--- src/rtl/scan_code_gen.sv ---
// scan_code_gen
//   Steps a 2-bit code through digit positions 0..LAST_IDX. Each position is
//   held for PRESCALE clock cycles. The code feeds decoder2_4_top, which turns
//   it into a rotating one-hot select. The data nibble for the current
//   position is taken from a shadow copy of `data`. The shadow is refreshed
//   only when the code wraps back to 0, so a frame is always internally
//   consistent.
//
//   Parameters
//     PRESCALE   cycles each code is held (1..65535)
//     LAST_IDX   highest code before wrapping to 0 (0..3)
//
//   Optional feature
//     SCAN_BLANK_EN  when defined, every dwell end is followed by a single
//                    BLANK cycle. In that cycle valid=0 and a/nibble hold.
//                    The code then advances when BLANK is left.
//
//   Ports
//     clk         in   system clock, rising edge
//     reset_n     in   asynchronous active-low reset
//     en          in   scan enable (level); sampled 0 forces IDLE
//     data[15:0]  in   four nibbles; nibble k = data[4k+3:4k]
//     a[1:0]      out  current code (to decoder2_4_top.a)
//     nibble[3:0] out  shadow nibble selected by a
//     valid       out  a/nibble meaningful this cycle
//     frame_done  out  one-cycle pulse with the first cycle of code 0 after a wrap
//
//   State   | meaning
//   --------+-------------------------------------------------------------
//   IDLE    | not scanning; a=0, valid=0; waits for en
//   SHOW    | presenting a/nibble; dwell counter running
//   BLANK   | (SCAN_BLANK_EN only) one dead cycle between digits
module scan_code_gen #(
  parameter int PRESCALE = 4,
  parameter int LAST_IDX = 3
) (
  input  logic        clk,
  input  logic        reset_n,
  input  logic        en,
  input  logic [15:0] data,
  output logic [1:0]  a,
  output logic [3:0]  nibble,
  output logic        valid,
  output logic        frame_done
);

  localparam int CW = (PRESCALE > 1) ? $clog2(PRESCALE) : 1;
  localparam logic [CW-1:0] CNT_LAST  = CW'(PRESCALE - 1);
  localparam logic [1:0]    CODE_LAST = 2'(LAST_IDX);

  localparam logic [1:0] ST_IDLE  = 2'd0;
  localparam logic [1:0] ST_SHOW  = 2'd1;
`ifdef SCAN_BLANK_EN
  localparam logic [1:0] ST_BLANK = 2'd2;
`endif

  logic [1:0]    state_q, state_d;
  logic [CW-1:0] cnt_q, cnt_d;
  logic [15:0]   shadow_q, shadow_d;
  logic [1:0]    a_d;
  logic [3:0]    nibble_d;
  logic          valid_d;
  logic          frame_done_d;

  logic          dwell_end;
  logic          at_last;
  logic [1:0]    a_next;
  logic          advance;

  function automatic logic [3:0] pick_nibble(input logic [15:0] word,
                                             input logic [1:0]  idx);
    logic [3:0] r;
    case (idx)
      2'd0:    r = word[3:0];
      2'd1:    r = word[7:4];
      2'd2:    r = word[11:8];
      default: r = word[15:12];
    endcase
    return r;
  endfunction

  assign dwell_end = (cnt_q == CNT_LAST);
  assign at_last   = (a == CODE_LAST);
  assign a_next    = at_last ? 2'd0 : a + 2'd1;

  // The code advances at the end of SHOW. With blanking enabled it advances
  // when BLANK is left instead.
`ifdef SCAN_BLANK_EN
  assign advance = en && (state_q == ST_BLANK);
`else
  assign advance = en && (state_q == ST_SHOW) && dwell_end;
`endif

  always_comb begin
    state_d      = state_q;
    cnt_d        = cnt_q;
    shadow_d     = shadow_q;
    a_d          = a;
    nibble_d     = nibble;
    valid_d      = valid;
    frame_done_d = 1'b0;

    if (!en) begin
      state_d = ST_IDLE;
      cnt_d   = '0;
      a_d     = 2'd0;
      valid_d = 1'b0;
    end else begin
      case (state_q)
        ST_IDLE: begin
          shadow_d = data;
          a_d      = 2'd0;
          cnt_d    = '0;
          nibble_d = data[3:0];
          valid_d  = 1'b1;
          state_d  = ST_SHOW;
        end
        ST_SHOW: begin
          if (dwell_end) begin
            cnt_d = '0;
`ifdef SCAN_BLANK_EN
            state_d = ST_BLANK;
            valid_d = 1'b0;
`endif
          end else begin
            cnt_d = cnt_q + 1'b1;
          end
        end
`ifdef SCAN_BLANK_EN
        ST_BLANK: begin
          state_d = ST_SHOW;
          valid_d = 1'b1;
        end
`endif
        default: begin
          state_d = ST_IDLE;
          cnt_d   = '0;
          a_d     = 2'd0;
          valid_d = 1'b0;
        end
      endcase

      // On a wrap the new frame's first nibble comes straight from `data`,
      // because the shadow is being reloaded on the same edge.
      if (advance) begin
        a_d          = a_next;
        cnt_d        = '0;
        frame_done_d = at_last;
        if (at_last) begin
          shadow_d = data;
          nibble_d = data[3:0];
        end else begin
          nibble_d = pick_nibble(shadow_q, a_next);
        end
      end
    end
  end

  always_ff @(posedge clk or negedge reset_n) begin
    if (!reset_n) begin
      state_q    <= ST_IDLE;
      cnt_q      <= '0;
      shadow_q   <= '0;
      a          <= 2'd0;
      nibble     <= 4'd0;
      valid      <= 1'b0;
      frame_done <= 1'b0;
    end else begin
      state_q    <= state_d;
      cnt_q      <= cnt_d;
      shadow_q   <= shadow_d;
      a          <= a_d;
      nibble     <= nibble_d;
      valid      <= valid_d;
      frame_done <= frame_done_d;
    end
  end

endmodule
--- config.mk ---
export PLATFORM = sky130hd
export DESIGN_NAME = scan_code_gen
export DESIGN_NICKNAME = d
export VERILOG_FILES = /design/src/rtl/scan_code_gen.sv
export SDC_FILE = /design/constraint.sdc
export NUM_CORES = 1
export LEC_CHECK = 0
export CORE_MARGIN = 10
export CORE_UTILIZATION = 49
export CTS_CLUSTER_DIAMETER = 40
export DETAILED_ROUTE_END_ITERATION = 10
export PLACE_DENSITY = 0.77
export SKIP_LAST_GASP = 1
export SLEW_MARGIN = 20
export SYNTH_ARGS = -nofsm -noshare
export SYNTH_HDL_FRONTEND = slang
export SYNTH_SLANG_ARGS = --single-unit
--- constraint.sdc ---
create_clock -name clk -period 1.8 [get_ports clk]
set_input_delay 0.36 -clock clk [delete_from_list [all_inputs] [get_ports clk]]
set_output_delay 0.36 -clock clk [all_outputs]
set_load 0.01 [all_outputs]
==> results_tabular.tex <==
\begin{tabular}{lr}
\hline
Metric & Value \\
\hline
\multicolumn{2}{l}{\textbf{Routing}} \\
\quad Initial DRC Count & 63 \\
\quad Final wirelength & 2.51 mm \\
\quad Detailed-route vias per instance & 5.43 \\
\quad Post-Route M1 WL & 1.11 mm \\
\quad Post-detailed-route wirelength per cell & 16.0 um \\
\quad Highest metal layer with signal wires & met4 \\
\quad WL met3 & 186 um \\
\quad TritonRoute pass-1 iters & 4 \\
\quad Number of nets with antenna violations after detailed routing & 0 \\
\quad Met2 wire length & 1.17 mm \\
\quad DRC violations left & 0 \\
\quad Total via count in the routed design & 853 \\
\multicolumn{2}{l}{\textbf{STA}} \\
\quad Peak clock frequency supported by timing & 0.589 GHz \\
\quad Tmin final & 1.70 ns \\
\quad Final Slew Violations & 0 \\
\quad Hold slack & 0.382 ns \\
\quad Slew of the pin with the lowest slew margin & 0.331 ns \\
\quad Clk\_skew & 0.00697 ns \\
\quad Worst Slack Setup Final & 0.101 ns \\
\quad Period utilization & 94.4\% \\
\quad Unrepaired setup endpoints after global routing & no \\
\quad Fin. Hold Viols & 0 \\
\quad Total setup violations reported at the end of the flow & 0 \\
\quad Slew Limit Headroom & 78.0\% \\
\quad Setup Total Neg Slack & 0 ns \\
\multicolumn{2}{l}{\textbf{Floorplan}} \\
\quad Full die area & 0.00499 mm2 \\
\quad Number of primary I/O pins & 27 \\
\quad Overall die height & 70.7 um \\
\quad Initial core utilization & 51.2\% \\
\quad Area of the core & 0.00245 mm2 \\
\quad Die Width & 70.7 um \\
\quad Core Rows & 18 \\
\multicolumn{2}{l}{\textbf{Power and ir drop}} \\
\quad Design Power & 1.21 mW \\
\quad Standby leakage power & 0.704 nW \\
\quad Fraction of power spent switching nets & 23.9\% \\
\quad Logic gate share of total power & 18.3\% \\
\quad Relative contribution of sequential cells to total power & 57.4\% \\
\quad Power Dens Cells & 766 mW/mm2 \\
\quad Clock Power Share & 24.3\% \\
\quad Internal power & 0.921 mW \\
\quad Highest ir drop seen on vdd & 0.650 mV \\
\quad Total net switching power & 0.289 mW \\
\multicolumn{2}{l}{\textbf{Run status}} \\
\quad Result of the run & finished clean \\
\multicolumn{2}{l}{\textbf{Place}} \\
\quad Worst setup timing slack at the placement stage & 0.0550 ns \\
\quad Weighted congestion reported at the end of routability-driven placement & 0.775 \\
\quad Placed Cells & 153 \\
\quad Area of placed instances & 0.00154 mm2 \\
\quad Count of input and output buffers & 26 \\
\quad Detailed placer's ending HPWL & 1.98 mm \\
\multicolumn{2}{l}{\textbf{Worst setup path}} \\
\quad Slowest-stage cell, CP & sky130\_fd\_sc\_hd\_\_clkdlybuf4s50\_1 \\
\quad Total stage count of the critical path & 1 \\
\quad Critical Path Sink Type & primary output \\
\quad Crit path from & a[1] \\
\quad Critical path destination & a[1] \\
\quad Buffering stage count on the worst path with inverters included & 1 \\
\quad Arrival @ worst endpoint & 1.34 ns \\
\quad Maximum fanout count along the critical path & 6 \\
\quad CP Class & register to primary output \\
\quad Ordered list of cells on the worst path & clkdlybuf4s50\_1 \\
\quad Depth of the most critical reg-to-reg path & 5 \\
\quad Required time of the worst setup path & 1.44 ns \\
\quad Maximum single-stage delay on the critical path & 0.57 ns \\
\quad Startpoint of the most critical register-to-register path & cnt\_q[0] \\
\quad End of the worst register-to-register path & shadow\_q[14] \\
\quad Reg2Reg Setup Slack & 0.20 ns \\
\quad Startpoint Class & register \\
\quad Crit-path leading delay family & buffers and inverters \\
\multicolumn{2}{l}{\textbf{Final layout}} \\
\quad Final non-filler cell area & 0.00158 mm2 \\
\quad Fin nets & 153 \\
\quad Number of filler instances in the final layout & 205 \\
\quad Number of diodes & 0 \\
\quad Finished Layout Cells & 157 \\
\quad Fraction of layout instances using a drive strength above 1 & 21.3\% \\
\quad Finished Core Util & 64.4\% \\
\quad Relative area change from synthesis to final layout & 25.7\% \\
\multicolumn{2}{l}{\textbf{Logic synthesis}} \\
\quad Average instance area after synthesis & 12.8 um2 \\
\quad Synth warnings & 0 \\
\quad Gate Count Post-Synth & 98 \\
\quad Share of synthesized area occupied by flip-flops and latches & 51.7\% \\
\quad Top cells by area in the synthesized netlist & sky130\_fd\_sc\_hd\_\_dfrtp\_1 (52\%), sky130\_fd\_sc\_hd\_\_mux2\_4 (12\%), sky130\_fd\_sc\_hd\_\_ha\_1 (6.0\%), sky130\_fd\_sc\_hd\_\_mux2\_2 (5.4\%), sky130\_fd\_sc\_hd\_\_a21oi\_1 (3.2\%) \\
\quad Combined area of all synthesized cells & 0.00126 mm2 \\
\quad Library cell with the largest summed area after synthesis & sky130\_fd\_sc\_hd\_\_dfrtp\_1 \\
\quad Synthesized net count & 123 \\
\quad Number of unique standard cell types used by synthesis & 23 \\
\quad Post-synthesis register bit count & 26 \\
\quad Area share of the leading cell type in the synthesized netlist & 51.7\% \\
\multicolumn{2}{l}{\textbf{CTS}} \\
\quad Clock latency on the worst-skew pair & 0.33 ns \\
\quad Total clock buffers created by CTS & 3 \\
\quad CTS root buffer & sky130\_fd\_sc\_hd\_\_clkbuf\_4 \\
\quad Number of sinks handled by clock tree synthesis & 26 \\
\quad Clock-pin transition on the worst setup and hold timing paths & 0.14 ns \\
\quad CTS Hold Bufs & 0 \\
\quad Buffer levels on the longest clock path & 2 \\
\quad H-tree levels & 1 \\
\quad Clock tree from TritonCTS & yes \\
\multicolumn{2}{l}{\textbf{GRT}} \\
\quad Pin count of the biggest net entering global routing & 27 \\
\quad Global-route usage over all layers & 10.6\% \\
\quad First-pass GRT wire length & 4.45 mm \\
\quad Global-route congestion overflow total & 0 \\
\quad Antenna violations before repair & 0 \\
\quad Number of global-route vias before repair & 878 \\
\multicolumn{2}{l}{\textbf{Flow run}} \\
\quad Max Cap Violations & 0 \\
\multicolumn{2}{l}{\textbf{Worst hold path}} \\
\quad Worst hold-check path type & input port to async pin \\
\hline
\end{tabular}
[how the worst min path moves through the flow]
stage	from	end	cells after the start
after global routing	reset_n	nibble[1]	2
after detailed placement	cnt_q[0]	cnt_q[0]	1
after global placement	cnt_q[0]	cnt_q[0]	1
final	reset_n	nibble[1]	2
after CTS	reset_n	nibble[1]	2
after floorplan	reset_n	a[0]	0
[cell type report]
| class | count | area [um2] | area share (%) |
|---|---|---|---|
| inverters | 6 | 22.5 | 1.43 |
| well taps | 30 | 37.5 | 2.38 |
| multi-input cells | 61 | 541 | 34.2 |
| repair buffers | 30 | 290 | 18.4 |
| flip-flops and latches | 26 | 653 | 41.3 |
| clock buffers | 4 | 36.3 | 2.30 |
[state kept, by name, indices dropped and copies added, names as in the netlist]
register / cells
valid: 1
cnt_q: 2
frame_done: 1
nibble: 4
a: 2
shadow_q: 16
[layer usage]
metal	global-route usage [%]	vias to the layer above
li1	-	406
met1	12.8	415
met2	16.8	27
met3	3.77	5
met4	4.52	0
met5	0	-
[kinds of logic after synthesis]
group	count (synthesis)	share of synthesized area (%)
compound gates	21	11.5
fa+ha+maj	6	5.97
simple gates	16	6.57
buf+inv	11	5.27
mux	18	18.9
flops	26	51.7
[power by group through the flow]
| stage | sequential (mW) | combinational (mW) | clock (mW) |
|---|---|---|---|
| 6_report | 0.694 | 0.222 | 0.294 |
| 4_1_cts | 0.695 | 0.225 | 0.307 |
| 3_3_place_gp | 0.702 | 0.219 | 0 |
| 5_1_grt | 0.703 | 0.245 | 0.328 |
| 2_1_floorplan | 0.698 | 0.124 | 0 |
| 3_5_place_dp | 0.705 | 0.225 | 0 |
[cells in the mapped netlist (all sizes together)]
cell,count
and2,1
inv,6
nand2,6
a31oi,4
ha,6
a22oi,4
dfrtp,26
nor3b,2
a221o,4
a21oi,8
nand2b,2
a21bo,1
nand4b,1
mux2,16
nor2,4
mux2i,2
clkbuf,1
buf,4
[cell usage in the layout, fill, tap and decap left out, types with 2 or more instances in the layout]
master and instances:
sky130_fd_sc_hd__mux2_2 6, sky130_fd_sc_hd__mux2_4 10, sky130_fd_sc_hd__nor3b_1 2, sky130_fd_sc_hd__nand2_1 5
sky130_fd_sc_hd__a22oi_1 4, sky130_fd_sc_hd__clkbuf_4 3, sky130_fd_sc_hd__a221o_1 4, sky130_fd_sc_hd__ha_1 6
sky130_fd_sc_hd__dfrtp_1 24, sky130_fd_sc_hd__clkdlybuf4s50_1 26, sky130_fd_sc_hd__a31oi_1 4, sky130_fd_sc_hd__buf_4 4
sky130_fd_sc_hd__nor2_1 4, sky130_fd_sc_hd__nand2b_1 2, sky130_fd_sc_hd__inv_1 6, sky130_fd_sc_hd__a21oi_1 8
sky130_fd_sc_hd__mux2i_1 2, sky130_fd_sc_hd__dfrtp_2 2
[timing repair]
| action | 4_1_cts | 5_1_grt |
|---|---|---|
| buffers inserted | 0 | 0 |
| resized for setup | 0 | 2 |
| setup endpoints to repair | 0 | 2 |
Note: power is estimated with default switching activity, not from simulation.
